--- config.mk ---
export PLATFORM = sky130hd
export DESIGN_NAME = btb_update_ctrl
export DESIGN_NICKNAME = d
export VERILOG_FILES = /design/src/rtl/bp_pkg.sv /design/src/rtl/btb_update_fifo.sv /design/src/rtl/btb_update_ctrl.sv
export SDC_FILE = /design/constraint.sdc
export NUM_CORES = 1
export LEC_CHECK = 0
export CAP_MARGIN = 20
export CORE_MARGIN = 4
export CORE_UTILIZATION = 55
export CTS_CLUSTER_DIAMETER = 40
export DETAILED_ROUTE_END_ITERATION = 16
export MAX_ROUTING_LAYER = met4
export PLACE_DENSITY_LB_ADDON = 0.15
export SLEW_MARGIN = 5
export SYNTH_ARGS = -nofsm -noshare
export SYNTH_HDL_FRONTEND = slang
export SYNTH_SLANG_ARGS = --single-unit
export TNS_END_PERCENT = 20
--- constraint.sdc ---
create_clock -name CLK -period 15.46 [get_ports CLK]
set_input_delay 2.319 -clock CLK [delete_from_list [all_inputs] [get_ports CLK]]
set_output_delay 2.319 -clock CLK [all_outputs]
set_load 0.005 [all_outputs]
--- src/rtl/bp_pkg.sv ---
// Shared types and constants for the branch predictor BTB update path.
// Build option: BTB_COUNTER_EN selects 2-bit saturating hysteresis counters;
// without it each entry keeps a 1-bit last-outcome flag.
package bp_pkg;

  localparam int unsigned BTB_ENTRIES = 4;
  localparam int unsigned BTB_IDX_W   = 2;
  localparam int unsigned BTB_TAG_W   = 28;
  localparam int unsigned BTB_TGT_W   = 30;

  // One queued BTB write.
  typedef struct packed {
    logic [BTB_IDX_W-1:0] hash;
    logic [BTB_TAG_W-1:0] tag;
    logic [BTB_TGT_W-1:0] target;
    logic                 active;
  } btb_update_t;

  localparam int unsigned BTB_UPD_W = $bits(btb_update_t);

`ifdef BTB_COUNTER_EN
  typedef logic [1:0] btb_cnt_t;
  localparam btb_cnt_t CNT_ALLOC = 2'b10;
`else
  typedef logic [0:0] btb_cnt_t;
  localparam btb_cnt_t CNT_ALLOC = 1'b1;
`endif

  // Next counter value for a resolved outcome on a hitting entry.
  function automatic btb_cnt_t cnt_next(input btb_cnt_t cnt, input logic taken);
`ifdef BTB_COUNTER_EN
    if (taken) begin
      return (cnt == 2'b11) ? cnt : cnt + 2'b01;
    end else begin
      return (cnt == 2'b00) ? cnt : cnt - 2'b01;
    end
`else
    cnt_next = taken;
`endif
  endfunction

  // Active bit carried by a counter value (its MSB).
  function automatic logic cnt_active(input btb_cnt_t cnt);
`ifdef BTB_COUNTER_EN
    return cnt[1];
`else
    return cnt[0];
`endif
  endfunction

endpackage

--- src/rtl/btb_update_fifo.sv ---
// Small synchronous FIFO holding pending BTB writes. Pointers carry one extra
// wrap bit so full and empty are distinguishable without a counter.
module btb_update_fifo
  import bp_pkg::*;
#(
  parameter int unsigned FIFO_DEPTH = 2
) (
  input  logic                 CLK,
  input  logic                 RST,
  input  logic                 push_i,
  input  logic [BTB_UPD_W-1:0] wdata_i,
  input  logic                 pop_i,
  output logic [BTB_UPD_W-1:0] rdata_o,
  output logic                 full_o,
  output logic                 empty_o
);

  localparam int unsigned AW = $clog2(FIFO_DEPTH);

  logic [BTB_UPD_W-1:0] mem_q [FIFO_DEPTH];
  logic [AW:0]          wr_ptr_q, wr_ptr_d;
  logic [AW:0]          rd_ptr_q, rd_ptr_d;
  logic                 push_en, pop_en;

  assign empty_o = (wr_ptr_q == rd_ptr_q);
  assign full_o  = (wr_ptr_q[AW] != rd_ptr_q[AW]) && (wr_ptr_q[AW-1:0] == rd_ptr_q[AW-1:0]);
  assign push_en = push_i & ~full_o;
  assign pop_en  = pop_i & ~empty_o;
  assign rdata_o = mem_q[rd_ptr_q[AW-1:0]];

  // Pointer advance on push/pop.
  always_comb begin
    wr_ptr_d = wr_ptr_q;
    rd_ptr_d = rd_ptr_q;
    if (push_en) wr_ptr_d = wr_ptr_q + {{AW{1'b0}}, 1'b1};
    if (pop_en)  rd_ptr_d = rd_ptr_q + {{AW{1'b0}}, 1'b1};
  end

  // Pointer state; reset empties the queue.
  always_ff @(posedge CLK or posedge RST) begin
    if (RST) begin
      wr_ptr_q <= '0;
      rd_ptr_q <= '0;
    end else begin
      wr_ptr_q <= wr_ptr_d;
      rd_ptr_q <= rd_ptr_d;
    end
  end

  // Storage needs no reset; empty_o guards every read.
  always_ff @(posedge CLK) begin
    if (push_en) mem_q[wr_ptr_q[AW-1:0]] <= wdata_i;
  end

endmodule

--- src/rtl/btb_update_ctrl.sv ---
// Branch-resolution side of the 4-entry BTB: flags mispredictions with a
// registered redirect, tracks per-entry shadow tag/target/hysteresis state and
// drains BTB writes through btb_update_fifo.
// Build option: BTB_COUNTER_EN (2-bit hysteresis; otherwise 1-bit last outcome).
module btb_update_ctrl
  import bp_pkg::*;
#(
  parameter int unsigned FIFO_DEPTH = 2
) (
  input  logic        CLK,
  input  logic        RST,
  input  logic        resolve_valid,
  output logic        resolve_ready,
  input  logic [31:0] resolve_pc,
  input  logic        resolve_taken,
  input  logic [31:0] resolve_target,
  input  logic        resolve_pred_taken,
  input  logic [31:0] resolve_pred_target,
  input  logic        stall,
  output logic        mispredict,
  output logic [31:0] redirect_pc,
  output logic        WEN,
  output logic [1:0]  hash_wsel,
  output logic [27:0] tag_n,
  output logic [29:0] target_n,
  output logic        active_n
);

  logic [BTB_ENTRIES-1:0] sh_valid_q, sh_valid_d;
  logic [BTB_TAG_W-1:0]   sh_tag_q [BTB_ENTRIES];
  logic [BTB_TAG_W-1:0]   sh_tag_d [BTB_ENTRIES];
  logic [BTB_TGT_W-1:0]   sh_tgt_q [BTB_ENTRIES];
  logic [BTB_TGT_W-1:0]   sh_tgt_d [BTB_ENTRIES];
  btb_cnt_t               cnt_q    [BTB_ENTRIES];
  btb_cnt_t               cnt_d    [BTB_ENTRIES];

  logic                 mispredict_q;
  logic [31:0]          redirect_pc_q;

  logic [BTB_IDX_W-1:0] res_hash;
  logic [BTB_TAG_W-1:0] res_tag;
  logic [BTB_TGT_W-1:0] res_tgt;
  logic                 accept, hit, mp_cond;
  btb_cnt_t             cnt_upd;
  logic                 act_old, act_new;
  logic [BTB_TGT_W-1:0] tgt_new;
  logic                 push;
  btb_update_t          push_data, head;
  logic [BTB_UPD_W-1:0] head_raw;
  logic                 fifo_full, fifo_empty;

  assign res_hash      = resolve_pc[3:2];
  assign res_tag       = resolve_pc[31:4];
  assign res_tgt       = resolve_target[31:2];
  assign resolve_ready = ~fifo_full;
  assign accept        = resolve_valid & resolve_ready;
  assign mp_cond       = (resolve_pred_taken != resolve_taken) ||
                         (resolve_taken && (resolve_pred_target != resolve_target));

  // Shadow lookup and update, plus the BTB write to enqueue.
  always_comb begin
    sh_valid_d = sh_valid_q;
    sh_tag_d   = sh_tag_q;
    sh_tgt_d   = sh_tgt_q;
    cnt_d      = cnt_q;
    push       = 1'b0;
    push_data  = '0;
    hit        = sh_valid_q[res_hash] && (sh_tag_q[res_hash] == res_tag);
    cnt_upd    = cnt_next(cnt_q[res_hash], resolve_taken);
    act_old    = cnt_active(cnt_q[res_hash]);
    act_new    = cnt_active(cnt_upd);
    tgt_new    = resolve_taken ? res_tgt : sh_tgt_q[res_hash];
    if (accept) begin
      if (!hit) begin
        // Not-taken misses leave the BTB alone.
        if (resolve_taken) begin
          sh_valid_d[res_hash] = 1'b1;
          sh_tag_d[res_hash]   = res_tag;
          sh_tgt_d[res_hash]   = res_tgt;
          cnt_d[res_hash]      = CNT_ALLOC;
          push                 = 1'b1;
          push_data            = '{hash: res_hash, tag: res_tag, target: res_tgt,
                                   active: cnt_active(CNT_ALLOC)};
        end
      end else begin
        cnt_d[res_hash]    = cnt_upd;
        sh_tgt_d[res_hash] = tgt_new;
        // Only write the BTB when what it holds would actually change.
        if ((act_new != act_old) || (tgt_new != sh_tgt_q[res_hash])) begin
          push      = 1'b1;
          push_data = '{hash: res_hash, tag: res_tag, target: tgt_new, active: act_new};
        end
      end
    end
  end

  // Shadow and counter state.
  always_ff @(posedge CLK or posedge RST) begin
    if (RST) begin
      sh_valid_q <= '0;
      for (int i = 0; i < BTB_ENTRIES; i++) begin
        sh_tag_q[i] <= '0;
        sh_tgt_q[i] <= '0;
        cnt_q[i]    <= '0;
      end
    end else begin
      sh_valid_q <= sh_valid_d;
      sh_tag_q   <= sh_tag_d;
      sh_tgt_q   <= sh_tgt_d;
      cnt_q      <= cnt_d;
    end
  end

  // Registered one-cycle mispredict pulse and its redirect address.
  always_ff @(posedge CLK or posedge RST) begin
    if (RST) begin
      mispredict_q  <= 1'b0;
      redirect_pc_q <= '0;
    end else begin
      mispredict_q <= accept & mp_cond;
      if (accept) begin
        redirect_pc_q <= resolve_taken ? resolve_target : resolve_pc + 32'd4;
      end
    end
  end

  assign mispredict  = mispredict_q;
  assign redirect_pc = redirect_pc_q;

  btb_update_fifo #(
    .FIFO_DEPTH(FIFO_DEPTH)
  ) u_fifo (
    .CLK     (CLK),
    .RST     (RST),
    .push_i  (push),
    .wdata_i (push_data),
    .pop_i   (WEN),
    .rdata_o (head_raw),
    .full_o  (fifo_full),
    .empty_o (fifo_empty)
  );

  // Write port straight from the FIFO head; zeroed when nothing is queued.
  always_comb begin
    head      = fifo_empty ? '0 : btb_update_t'(head_raw);
    WEN       = ~fifo_empty & ~stall;
    hash_wsel = head.hash;
    tag_n     = head.tag;
    target_n  = head.target;
    active_n  = head.active;
  end

endmodule

# Word-level counts from Yosys, hierarchy flattened
# Memory sizes are Yosys's and may differ from the RTL's.
# Cells that the tools add are included.
dict set report totals {
  reg_bits 277
  ramBits 122
  input_bits 102
  out_inout_bits 96
  n_memories 1
}
# memory words word_bits rd rd_ports_with_merged_regs write_ports line_no
set mem_list {}
lappend mem_list {u_fifo.mem_q 2 61 1 0 1 btb_update_fifo.sv:20} ;# logic [BTB_UPD_W-1:0] mem_q [FIFO_DEPTH];
dict set report classes {
  add_sub_neg 3
  magnitude_cmp 4
  eq_ne 8
  n_mux 40
  bitwise 12
  n_reduce_logical 10
}
# cell count
set ops {}
lappend ops {{61-bit two-way mux} 5}
lappend ops {{120-bit bitwise mux} 2}
lappend ops {{120-bit two-way mux} 2}
lappend ops {{30-bit two-way mux} 4}
lappend ops {{112-bit bitwise mux} 1}
lappend ops {{28-bit two-way mux} 3}
lappend ops {{30-bit binary-select mux with 2-bit select} 1}
lappend ops {{30-bit demux with 2-bit select} 1}
lappend ops {{28-bit binary-select mux with 2-bit select} 1}
lappend ops {{28-bit demux with 2-bit select} 1}
lappend ops {{32-bit by 3-bit adder with 32-bit output, second input constant} 1}
lappend ops {{32-bit two-way mux} 1}
lappend ops {{32-bit != test} 1}
lappend ops {{30-bit != test} 1}
lappend ops {{28-bit == test} 1}
lappend ops {{1-bit two-way mux} 11}
lappend ops {{4-bit two-way mux} 2}
lappend ops {{4-bit bitwise OR} 2}
lappend ops {{1-bit bitwise AND} 5}
lappend ops {{1-bit logical AND} 5}
lappend ops {{2-bit by 1-bit adder with 2-bit output, second input constant} 2}
lappend ops {{1-bit binary-select mux with 2-bit select} 2}
lappend ops {{4-bit bitwise mux} 1}
lappend ops {{1-bit demux with 2-bit select} 2}
lappend ops {{13 further kinds} 19}

# Logic depth before layout (Yosys ltp)
# Gate-level depths: netlist of the first run.
dict set report logic_depth {
  word_depth 13
  mapped_depth 14
  ltp_nobuf 8
}

# Hierarchy
# Synthesis of the first run repeated with hierarchy kept, for this count alone.
dict set report unflattened {
  hier_cells 1645
  area_unflattened_um2 19617.6
}
# module instances cells_each area_per_inst_um2 seq_area_each_um2
set modules_own_cells {}
lappend modules_own_cells {btb_update_ctrl 1 1428 14964.4 6831.6}
lappend modules_own_cells {btb_update_fifo 1 217 4653.2 3763.6}

# Worst setup path after synthesis of the first run
# OpenSTA, ideal clock, no wires.
dict set report synth_timing {
  path_type {input-to-reg}
  start {input port resolve_pc[2]}
  end {memory u_fifo.mem_q[0][0] (netlist bit) (enable)}
  setup_time_ns 0.425
  arrival_time_ns 5.830
  t_required_ns 15.035
  slack_ns 9.205
  stages 9
  path_buffers 1
  cell_sequence {buf_6 > mux4_2 > xor2_1 > a2111o_1 > nor4_1 > and4_2 > o211ai_1 > a21oi_2 > and2_1}
}
dict set report synth_via {
  elab_chain_len 13
  elab_cells_between_ends 24
  classes_between {eq/ne (3); mux (17); bitwise (2); reduce/logical (2)}
}
# item line_no
set synth_rtl {}
lappend synth_rtl {{from (decl)} btb_update_ctrl.sv:14} ;# input logic [31:0] resolve_pc,
lappend synth_rtl {{2-bit NOT with 3-bit output (implied by the code)} -}
lappend synth_rtl {{30-bit binary-select mux with 2-bit select} {btb_update_ctrl.sv:72, btb_update_ctrl.sv:89}}
lappend synth_rtl {{30-bit two-way mux (implied by the code) (2 in a row)} {btb_update_ctrl.sv:72, btb_update_ctrl.sv:89}}
lappend synth_rtl {{30-bit two-way mux} btb_update_ctrl.sv:72} ;# tgt_new = resolve_taken ? res_tgt : sh_tgt_q[res_hash];
lappend synth_rtl {{30-bit != test} btb_update_ctrl.sv:89} ;# if ((act_new != act_old) || (tgt_new != sh_tgt_q[res_hash])) begin
lappend synth_rtl {{1-bit logical OR} btb_update_ctrl.sv:89}
lappend synth_rtl {{1-bit two-way mux} btb_update_ctrl.sv:89}
lappend synth_rtl {{1-bit two-way mux *} btb_update_ctrl.sv:74} ;# if (!hit) begin
lappend synth_rtl {{1-bit two-way mux *} btb_update_ctrl.sv:73} ;# if (accept) begin
lappend synth_rtl {{1-bit bitwise AND *} btb_update_fifo.sv:27} ;# assign push_en = push_i & ~full_o;
lappend synth_rtl {{1-bit two-way mux *} btb_update_fifo.sv:52} ;# if (push_en) mem_q[wr_ptr_q[AW-1:0]] <= wdata_i;
lappend synth_rtl {{1-bit two-way mux (implied by the code) *} btb_update_fifo.sv:52}
lappend synth_rtl {{to (decl)} btb_update_fifo.sv:20}
# Every way passes the cells marked *; elsewhere a longest branch is shown, timed or not. The select of a mux whose other input is x is not followed.

# Final worst setup path of the first run
dict set report layout_timing {
  start {input port resolve_pc[2]}
  end {memory u_fifo.mem_q[0][14] (netlist bit) (enable)}
}
# Same word-level chain as after synthesis.

==> flow_summary.yaml, run 1 <==
critical_path:
  slowest_stage: "buf_4"
  required_ns: 15.67
  crit_path_cell_trace: "buf_4 > buf_4 > inv_2 > a21o_1 > or4_1 > a2bb2oi_1 > and4_2 > buf_4 > o211ai_1 > a21oi_2 > buf_4 > and2_2 > buf_4"
  cp-end-kind: "flop"
  path_buf_inv: 6
  cp_data_arrival_time_ns: 7.39
  critPathMaxStageDelay_ns: 0.74
  path_class: "input port to flop"
  start_kind: "input port"
  path_max_fanout: 65
  crit_family: "buffers and inverters"
  path_common_cell: "buf_4"
placed_design:
  gp_congestion: 0.957
  dp_hpwl_um: 38800
  placed_cell_area_um2: 21900
  place_ws_ns: 7.71
  io_buffers: 197
synthesis:
  synth_top_area_share_pct: 35.0
  synthesis.area_um2: 19800
  synth.yosys.seq_area_share_pct: 53.5
  syn_area_per_cell_um2: 12.0
  synth_commonest_cells: "277 x dfrtp_1, 137 x nor2_1, 124 x mux2_2, 122 x edfxtp_1, 118 x mux2i_1"
  synth_most_common_cell: "dfrtp_1"
  ys_top_cells_by_area: "dfrtp_1 35%, edfxtp_1 19%, mux2_2 7.1%"
  synth_edf_count: 122
  synthFlopType: "dfrtp_1"
  synth_largest_area_cell: "dfrtp_1"
  syn_inst: 1650
  syn_nets: 1756
  ys_types: 62
  yosysWarnings: 0
  async_flop_share_pct: 69.4
  ys_ff_latch: 399
clock_tree:
  cts_tree: "yes"
  cts_made_buffers: 52
  clk_pin_slew_ns: 0.06
  insertion_delay_ns: 0.57
  cts-root-buf: "clkbuf_16"
  clock_path_buffers: 3
  ctsResizeCount: 0
  clock_sinks: 399
  ctsHtreeMaxLevel: 2
  cts-hold-fix-buffers: 0
  cts_setup_buffers: 0
final_layout:
  fillers: 2600
  finish.instance_area_um2: 23700
  drive_gt1_share_pct: 16.7
  num_antenna_cells: 0
  syn_to_final_growth_pct: 19.9
  nNetsFinal: 1888
global_route:
  grt_max_degree: 114
  grt_usage_pct: 30.2
  grt_overflow: 0
  grt_pass1_wl_um: 88200
  antenna_found_initial: 1
  grt_pass1_vias: 14176
routing:
  final_antenna_net_count: 0
  drt-total-wl_um: 58000
  routedWlPerCell_um: 25.4
  drt_iter0_markers: 1712
  drc: 0
  drt_first_pass_iters: 7
  vias: 14442
  via_per_inst: 6.33
status:
  status: "finished, final reports clean"
timing:
  worst_slew_pin_slew_ns: 1.10
  finalSetupViolCount: 0
  finalHoldViolCount: 0
  drv_slew: 0
  max_freq_mhz: 139
  fin_ws_ns: 8.28
  rsz0062_at_grt: "no"
  finalCritPeriodShare_pct: 46.4
  period_minus_slack_ns: 7.18
  finClkSkew_ns: 0.0260
  setup_tns_ns: 0
  relSlewSlack_pct: 26.9
pwr:
  vdd_ir_drop_max_uv: 140
  p_per_area_nw_per_um2: 194
  p_total_mw: 4.61
  p_leak_nw: 9.34
floorplanning:
  ioPinCount: 198
  core-area_um2: 35600
  initial_core_util_pct: 55.6
  num_rows: 69
  die_w_um: 198
  die_h_um: 198
  die_area_um2: 39100
job:
  cap_violations: 0
min_path:
  hold_path.class: "flop to flop"
[cells by family after synthesis]
logic type	Yosys count	synth area share (%)
xor gates and xnor gates	105	4.65
muxes	276	16.8
buffers and inverters	161	3.73
adders and majority gates	4	0.253
DFF	399	53.5
AOI/OAI and AO/OA	311	11.9
and+or+nand+nor	394	9.22
[stage by stage]
step	std cells	hold WS, ns	utilization (%)
after detailed placement	2186	0.452	61.5
after floorplan	1650	0.434	-
final	2283	0.470	66.7
after global placement	2186	0.450	61.5
after global routing	2283	0.495	66.7
after CTS	2280	0.469	66.5
[flip-flops by register name, summed over array words and instances (netlist names)]
register and cells:
cnt_q 4, mispredict 1, redirect_pc 32, sh_tag_q 112, sh_tgt_q 120, sh_valid_q 4, u_fifo.mem_q 122, u_fifo.rd_ptr_q 2
u_fifo.wr_ptr_q 2
[area by class of cell]
cell class | instances | area, um2 | share of cell area [%]
flip-flops and latches | 399 | 10600 | 44.7
multi-input cells | 1090 | 8510 | 35.9
repair buffers | 221 | 2200 | 9.28
clock buffers | 62 | 1400 | 5.90
well taps | 461 | 577 | 2.43
clock inverters | 32 | 364 | 1.53
inverters | 18 | 75.1 | 0.316
[path summary, 6_finish.rpt]
| path | start | end | depth (start not counted) | slack [ns] |
|---|---|---|---|---|
| max in group asynchronous | RST | sh_tgt_q[57] | 4 | 12.03 |
| worst max register to register | sh_tag_q[3] | u_fifo.mem_q[0][14] | 11 | 10.79 |
| min in group asynchronous | RST | sh_tag_q[30] | 2 | 2.29 |
| worst max-delay path | resolve_pc[2] | u_fifo.mem_q[0][14] | 13 | 8.28 |
| worst min-delay path | sh_valid_q[0] | sh_valid_q[0] | 1 | 0.47 |
| worst min register to register | sh_valid_q[0] | sh_valid_q[0] | 1 | 0.47 |
[power breakdown]
part           leakage (nW)  switching [mW]  total [mW]  internal, mW
sequential             4.39           0.219        1.74          1.52
clock                 0.861           0.476        1.22         0.739
combinational          4.09           0.790        1.65         0.863
total                  9.34            1.49        4.61          3.12
[layer usage]
metal	vias to the layer above	GRT usage [%]	wire [um]
met5	-	-	0
met4	0	8.82	1780
met3	130	6.87	5990
met2	745	42.9	25300
met1	7249	44.0	24900
li1	6318	-	-
[layout by cell type, fill, tap and decap left out, types with 14 or more instances in the layout]
cell type | synthesis | routed
o22a_1 | 115 | 115
nand3_1 | 35 | 35
dfrtp_1 | 277 | 276
mux2_2 | 124 | 124
inv_1 | 16 | 14
clkdlybuf4s50_1 | 0 | 194
mux2i_1 | 118 | 118
mux4_2 | 32 | 32
nor2_1 | 137 | 133
nand2_1 | 108 | 103
xnor2_1 | 62 | 62
edfxtp_1 | 122 | 122
o31ai_1 | 21 | 21
or3_1 | 14 | 14
nand4_1 | 23 | 23
and2_1 | 36 | 35
xor2_1 | 43 | 43
buf_4 | 20 | 23
o21ai_0 | 34 | 34
o22ai_1 | 19 | 19
clkbuf_16 | 0 | 53
a21oi_1 | 65 | 65
Note: power is estimated with default switching activity, not from simulation.
==> run 2: changes to the inputs <==
==> constraint.sdc (replaced) <==
create_clock -name CLK -period 6.61 [get_ports CLK]
set_input_delay 0.9915 -clock CLK [delete_from_list [all_inputs] [get_ports CLK]]
set_output_delay 0.9915 -clock CLK [all_outputs]
set_load 0.005 [all_outputs]
==> flow_summary.yaml, run 2 (synthesized netlist as in run 1, its figures left out) <==
pwr:
  sw_frac_of_total_pct: 32.3
  power_frac_comb_pct: 36.3
  p_switching_mw: 3.43
  pwr-share-clk_pct: 25.3
  p_leak_nw: 9.38
  p_per_area_nw_per_um2: 447
  vdd_ir_drop_max_uv: 448
  p_int_mw: 7.18
  pwr-share-seq_pct: 38.5
critical_path:
  worstReg2RegStart: "sh_tag_q[59]"
  r2r_end: "u_fifo.mem_q[0][26]"
  cp_data_arrival_time_ns: 5.00
  ff2ff_setup_slack_ns: 2.49
  required_ns: 6.80
  cp-end-kind: "flop"
  path_max_fanout: 61
  start_kind: "input port"
  r2r_cells: 9
  path_class: "input port to flop"
clock_tree:
  clock_path_buffers: 3
  clk_pin_slew_ns: 0.06
  cts-root-buf: "clkbuf_16"
  ctsHtreeMaxLevel: 2
  ctsResizeCount: 0
  cts_setup_buffers: 0
  cts_tree: "yes"
  cts_made_buffers: 49
  clock_sinks: 399
  cts-hold-fix-buffers: 0
  insertion_delay_ns: 0.58
timing:
  worst_slew_pin_slew_ns: 1.02
  holdWs_ns: 0.462
  drv_slew: 0
  setup_tns_ns: 0
  max_freq_mhz: 208
  finalHoldViolCount: 0
  period_minus_slack_ns: 4.82
  fin_ws_ns: 1.79
  finClkSkew_ns: 0.0194
  relSlewSlack_pct: 31.7
  finalCritPeriodShare_pct: 72.9
  finalSetupViolCount: 0
  rsz0062_at_grt: "no"
routing:
  routedWlPerCell_um: 25.2
  drt-total-wl_um: 58000
  drt_iter0_markers: 1549
  final_antenna_net_count: 0
  drc: 0
  drt_first_pass_iters: 6
  via_per_inst: 6.22
  vias: 14323
job:
  cap_violations: 0
global_route:
  grt_pass1_wl_um: 87700
  grt_usage_pct: 30.1
  grt_pass1_vias: 14227
  antenna_found_initial: 3
  grt_max_degree: 154
  grt_overflow: 0
placed_design:
  io_buffers: 197
  place_ws_ns: 1.26
  dp_hpwl_um: 40100
  gp_congestion: 1.02
floorplanning:
  die_area_um2: 39100
  num_rows: 69
  die_w_um: 198
  initial_core_util_pct: 55.6
  ioPinCount: 198
  die_h_um: 198
  core-area_um2: 35600
final_layout:
  nNetsFinal: 1909
  syn_to_final_growth_pct: 19.9
  layout_commonest_cell: "dfrtp_1"
  mostFrequentLayoutCells: "276 x dfrtp_1, 194 x clkdlybuf4s50_1, 134 x nor2_1"
  largest_reg_flops: 122
  drive_gt1_share_pct: 17.2
min_path:
  hold_path.class: "flop to flop"
  hold_path_depth: 2
  hp-start: "cnt_q[0]"
  whs_endpoint: "cnt_q[0]"
status:
  status: "finished, final reports clean"
run 2: routing by layer:
metal	up-vias	wire [um]	GRT usage (%)
met5	-	0	-
li1	6362	-	-
met4	0	1640	8.85
met2	704	24900	41.8
met1	7167	25600	44.5
met3	90	5890	7.37
run 2: final cells by class:
type                       instances  area [um2]
antenna                            1        2.50
clock buffer                      61        1350
clock inverter                    27         303
fill                            2639       11800
inverter                          18        71.3
multi-input combinational       1090        8480
sequential                       399       10600
tap                              461         577
timing repair buffer             245        2350
run 2: worst max path at each step:
stage	start	endpoint	slack (ns)	cells after the start
after floorplan	resolve_pc[2]	u_fifo.mem_q[0][0]	1.68	9
after global placement	resolve_pc[3]	u_fifo.mem_q[0][0]	0.90	11
after detailed placement	resolve_pc[3]	u_fifo.mem_q[0][0]	1.26	11
after CTS	resolve_pc[3]	u_fifo.mem_q[0][17]	1.85	11
after global routing	resolve_pc[3]	u_fifo.mem_q[0][17]	1.56	11
final	resolve_pc[3]	u_fifo.mem_q[0][26]	1.79	11
run 2: per-stage QoR:
| step | utilization (%) | area (um2) | power (mW) | std cells |
|---|---|---|---|---|
| 2_1_floorplan | - | 19800 | 6.25 | 1650 |
| 3_3_place_gp | 62.0 | 22000 | 7.80 | 2211 |
| 3_5_place_dp | 62.0 | 22100 | 7.93 | 2212 |
| 4_1_cts | 66.7 | 23700 | 10.6 | 2300 |
| 5_1_grt | 66.7 | 23700 | 11.2 | 2302 |
| 6_report | 66.7 | 23700 | 10.6 | 2302 |
run 2: power groups by stage:
stage               Clock, mW  Combinational [mW]  Sequential (mW)
floorplan                   0                2.33             3.92
global placement            0                3.73             4.07
detailed placement          0                3.83             4.11
CTS                      2.70                3.85             4.07
global route             2.81                4.17             4.18
finish                   2.68                3.84             4.08
run 2: critical path, stage by stage:
cell and delay, ns:
buf_4 0.30, buf_4 0.40, buf_4 0.49, mux2_2 0.41, o21ai_0 0.38, a2111oi_0 0.18
nand4_1 0.18, o211ai_1 0.14, a21oi_2 0.57, and2_2 0.25, buf_4 0.65
==> run 3: changes to the inputs <==
==> constraint.sdc (replaced) <==
create_clock -name CLK -period 4.5 [get_ports CLK]
set_input_delay 0.675 -clock CLK [delete_from_list [all_inputs] [get_ports CLK]]
set_output_delay 0.675 -clock CLK [all_outputs]
set_load 0.005 [all_outputs]
==> flow_summary.yaml, run 3 (synthesized netlist as in run 1, its figures left out) <==
floorplanning:
  ioPinCount: 198
  die_area_um2: 39100
  die_h_um: 198
  initial_core_util_pct: 55.6
  core-area_um2: 35600
  num_rows: 69
  die_w_um: 198
global_route:
  grt_pass1_vias: 14871
  grt_max_degree: 69
  grt_overflow: 0
  antenna_found_initial: 2
  grt_usage_pct: 31.2
  grt_pass1_wl_um: 90400
placed_design:
  place_ws_ns: 0.402
  gp_congestion: 1.00
  dpl.cell_count: 2260
  dp_hpwl_um: 42300
  io_buffers: 197
critical_path:
  slowest_stage: "clkdlybuf4s50_1"
  cp_data_arrival_time_ns: 3.82
  required_ns: 4.77
  crit_family: "buffers and inverters"
  path_class: "input port to flop"
  cp-end-kind: "flop"
  critPathMaxStageDelay_ns: 0.54
  worstReg2RegStart: "sh_tag_q[3]"
  path_common_cell: "buf_4"
  r2r_cells: 10
  start_kind: "input port"
  startpoint: "resolve_pc[7]"
  crit_path_cell_trace: "clkdlybuf4s50_1 > buf_4 > inv_1 > o32ai_1 > or4_1 > nor4_1 > buf_4 > and4_2 > o211ai_1 > a211o_1 > inv_2 > buf_12"
  path_max_fanout: 31
  path_buf_inv: 6
  cp_num_cells: 12
pwr:
  sw_frac_of_total_pct: 31.7
  power_frac_comb_pct: 35.9
  p_switching_mw: 5.18
  p_total_mw: 16.4
  pwr-share-clk_pct: 27.7
  pwr-share-seq_pct: 36.4
  p_leak_nw: 9.80
  p_per_area_nw_per_um2: 667
  vdd_ir_drop_max_uv: 517
  p_int_mw: 11.2
timing:
  max_freq_mhz: 282
  period_minus_slack_ns: 3.55
  finalSetupViolCount: 0
  setup_tns_ns: 0
  worst_slew_pin_slew_ns: 1.10
  finalHoldViolCount: 0
  relSlewSlack_pct: 26.6
  rsz0062_at_grt: "no"
  finClkSkew_ns: 0.0270
  fin_ws_ns: 0.955
  finalCritPeriodShare_pct: 78.8
  drv_slew: 0
final_layout:
  drive_gt1_share_pct: 19.7
  final_cells: 2356
  fin_util_pct: 69.0
  fillers: 2539
  mostFrequentLayoutCells: "276 x dfrtp_1, 194 x clkdlybuf4s50_1, 134 x nor2_1"
  syn_to_final_growth_pct: 23.9
  nNetsFinal: 1957
  layout_commonest_cell: "dfrtp_1"
  largest_reg_flops: 122
routing:
  routedWlPerCell_um: 25.4
  drt-total-wl_um: 59900
  vias: 14644
  met3RoutedLength_um: 6100
  met1_length_um: 26100
  wl_met2_um: 25700
  drc: 0
  drt_first_pass_iters: 6
  top_layer_used: "met4"
  drt_iter0_markers: 1453
  via_per_inst: 6.22
  final_antenna_net_count: 0
status:
  status: "finished, final reports clean"
clock_tree:
  cts_setup_buffers: 0
  insertion_delay_ns: 0.59
  cts_tree: "yes"
  cts_made_buffers: 50
  clk_pin_slew_ns: 0.06
  cts-root-buf: "clkbuf_16"
  clock_sinks: 399
  cts-hold-fix-buffers: 0
  ctsHtreeMaxLevel: 2
  ctsResizeCount: 0
  clock_path_buffers: 3
job:
  cap_violations: 0
min_path:
  hold_path.class: "input port to asynchronous set/reset pin"
[run 3: cell types whose count changed in the layout (fill, tap and decap cells not counted), sizes merged]
cell	before	now
clkinvlp	5	3
bufinv	3	13
clkbuf	61	54
buf	51	98
inv	28	32
clkinv	9	10
diode	1	2
[run 3: cell type report]
cell class / count / area, um2 / area share, %
Sequential cell: 399 / 10600 / 43.2
Timing Repair Buffer: 292 / 2890 / 11.8
Clock buffer: 54 / 1290 / 5.25
Inverter: 18 / 71.3 / 0.291
Antenna cell: 2 / 5.00 / 0.0204
Multi-Input combinational cell: 1090 / 8480 / 34.6
Clock inverter: 40 / 621 / 2.53
Tap cell: 461 / 577 / 2.35
[run 3: metal layers]
metal	global-route usage [%]	vias to the layer above
met2	43.8	677
li1	-	6451
met1	44.1	7405
met3	9.02	111
met5	-	-
met4	10.5	0
[run 3: power groups by stage]
stage	clock network, mW	logic [mW]	registers (mW)
after global placement	0	5.71	5.90
after detailed placement	0	5.84	5.98
final	4.54	5.87	5.95
after global routing	4.73	6.34	6.08
after CTS	4.58	5.87	5.92
after floorplan	0	3.42	5.76
[run 3: worst reg2reg max path: stages, from the launching register on]
cell	delay (ns)
dfrtp_1	0.38
mux2_2	0.30
a22o_1	0.21
or4_1	0.49
nor4_1	0.31
buf_4	0.16
and4_2	0.32
o211ai_1	0.18
a211o_1	0.37
inv_2	0.12
buf_12	0.21
[run 3: worst paths after layout]
path,slack (ns),to
min reg2reg,0.47,sh_valid_q[3]
max,0.95,u_fifo.mem_q[1][0]
max reg2reg,1.12,u_fifo.mem_q[1][0]
min in group CLK,0.47,sh_valid_q[3]
min,0.40,sh_tgt_q[68]
max in group asynchronous,3.31,sh_tgt_q[37]
[run 3: metrics by stage]
stage               cell area, um2  hold WS, ns
floorplan                    19800        0.434
global placement             22600        0.447
detailed placement           22600        0.456
CTS                          24500        0.391
global route                 24500        0.406
finish                       24500        0.400
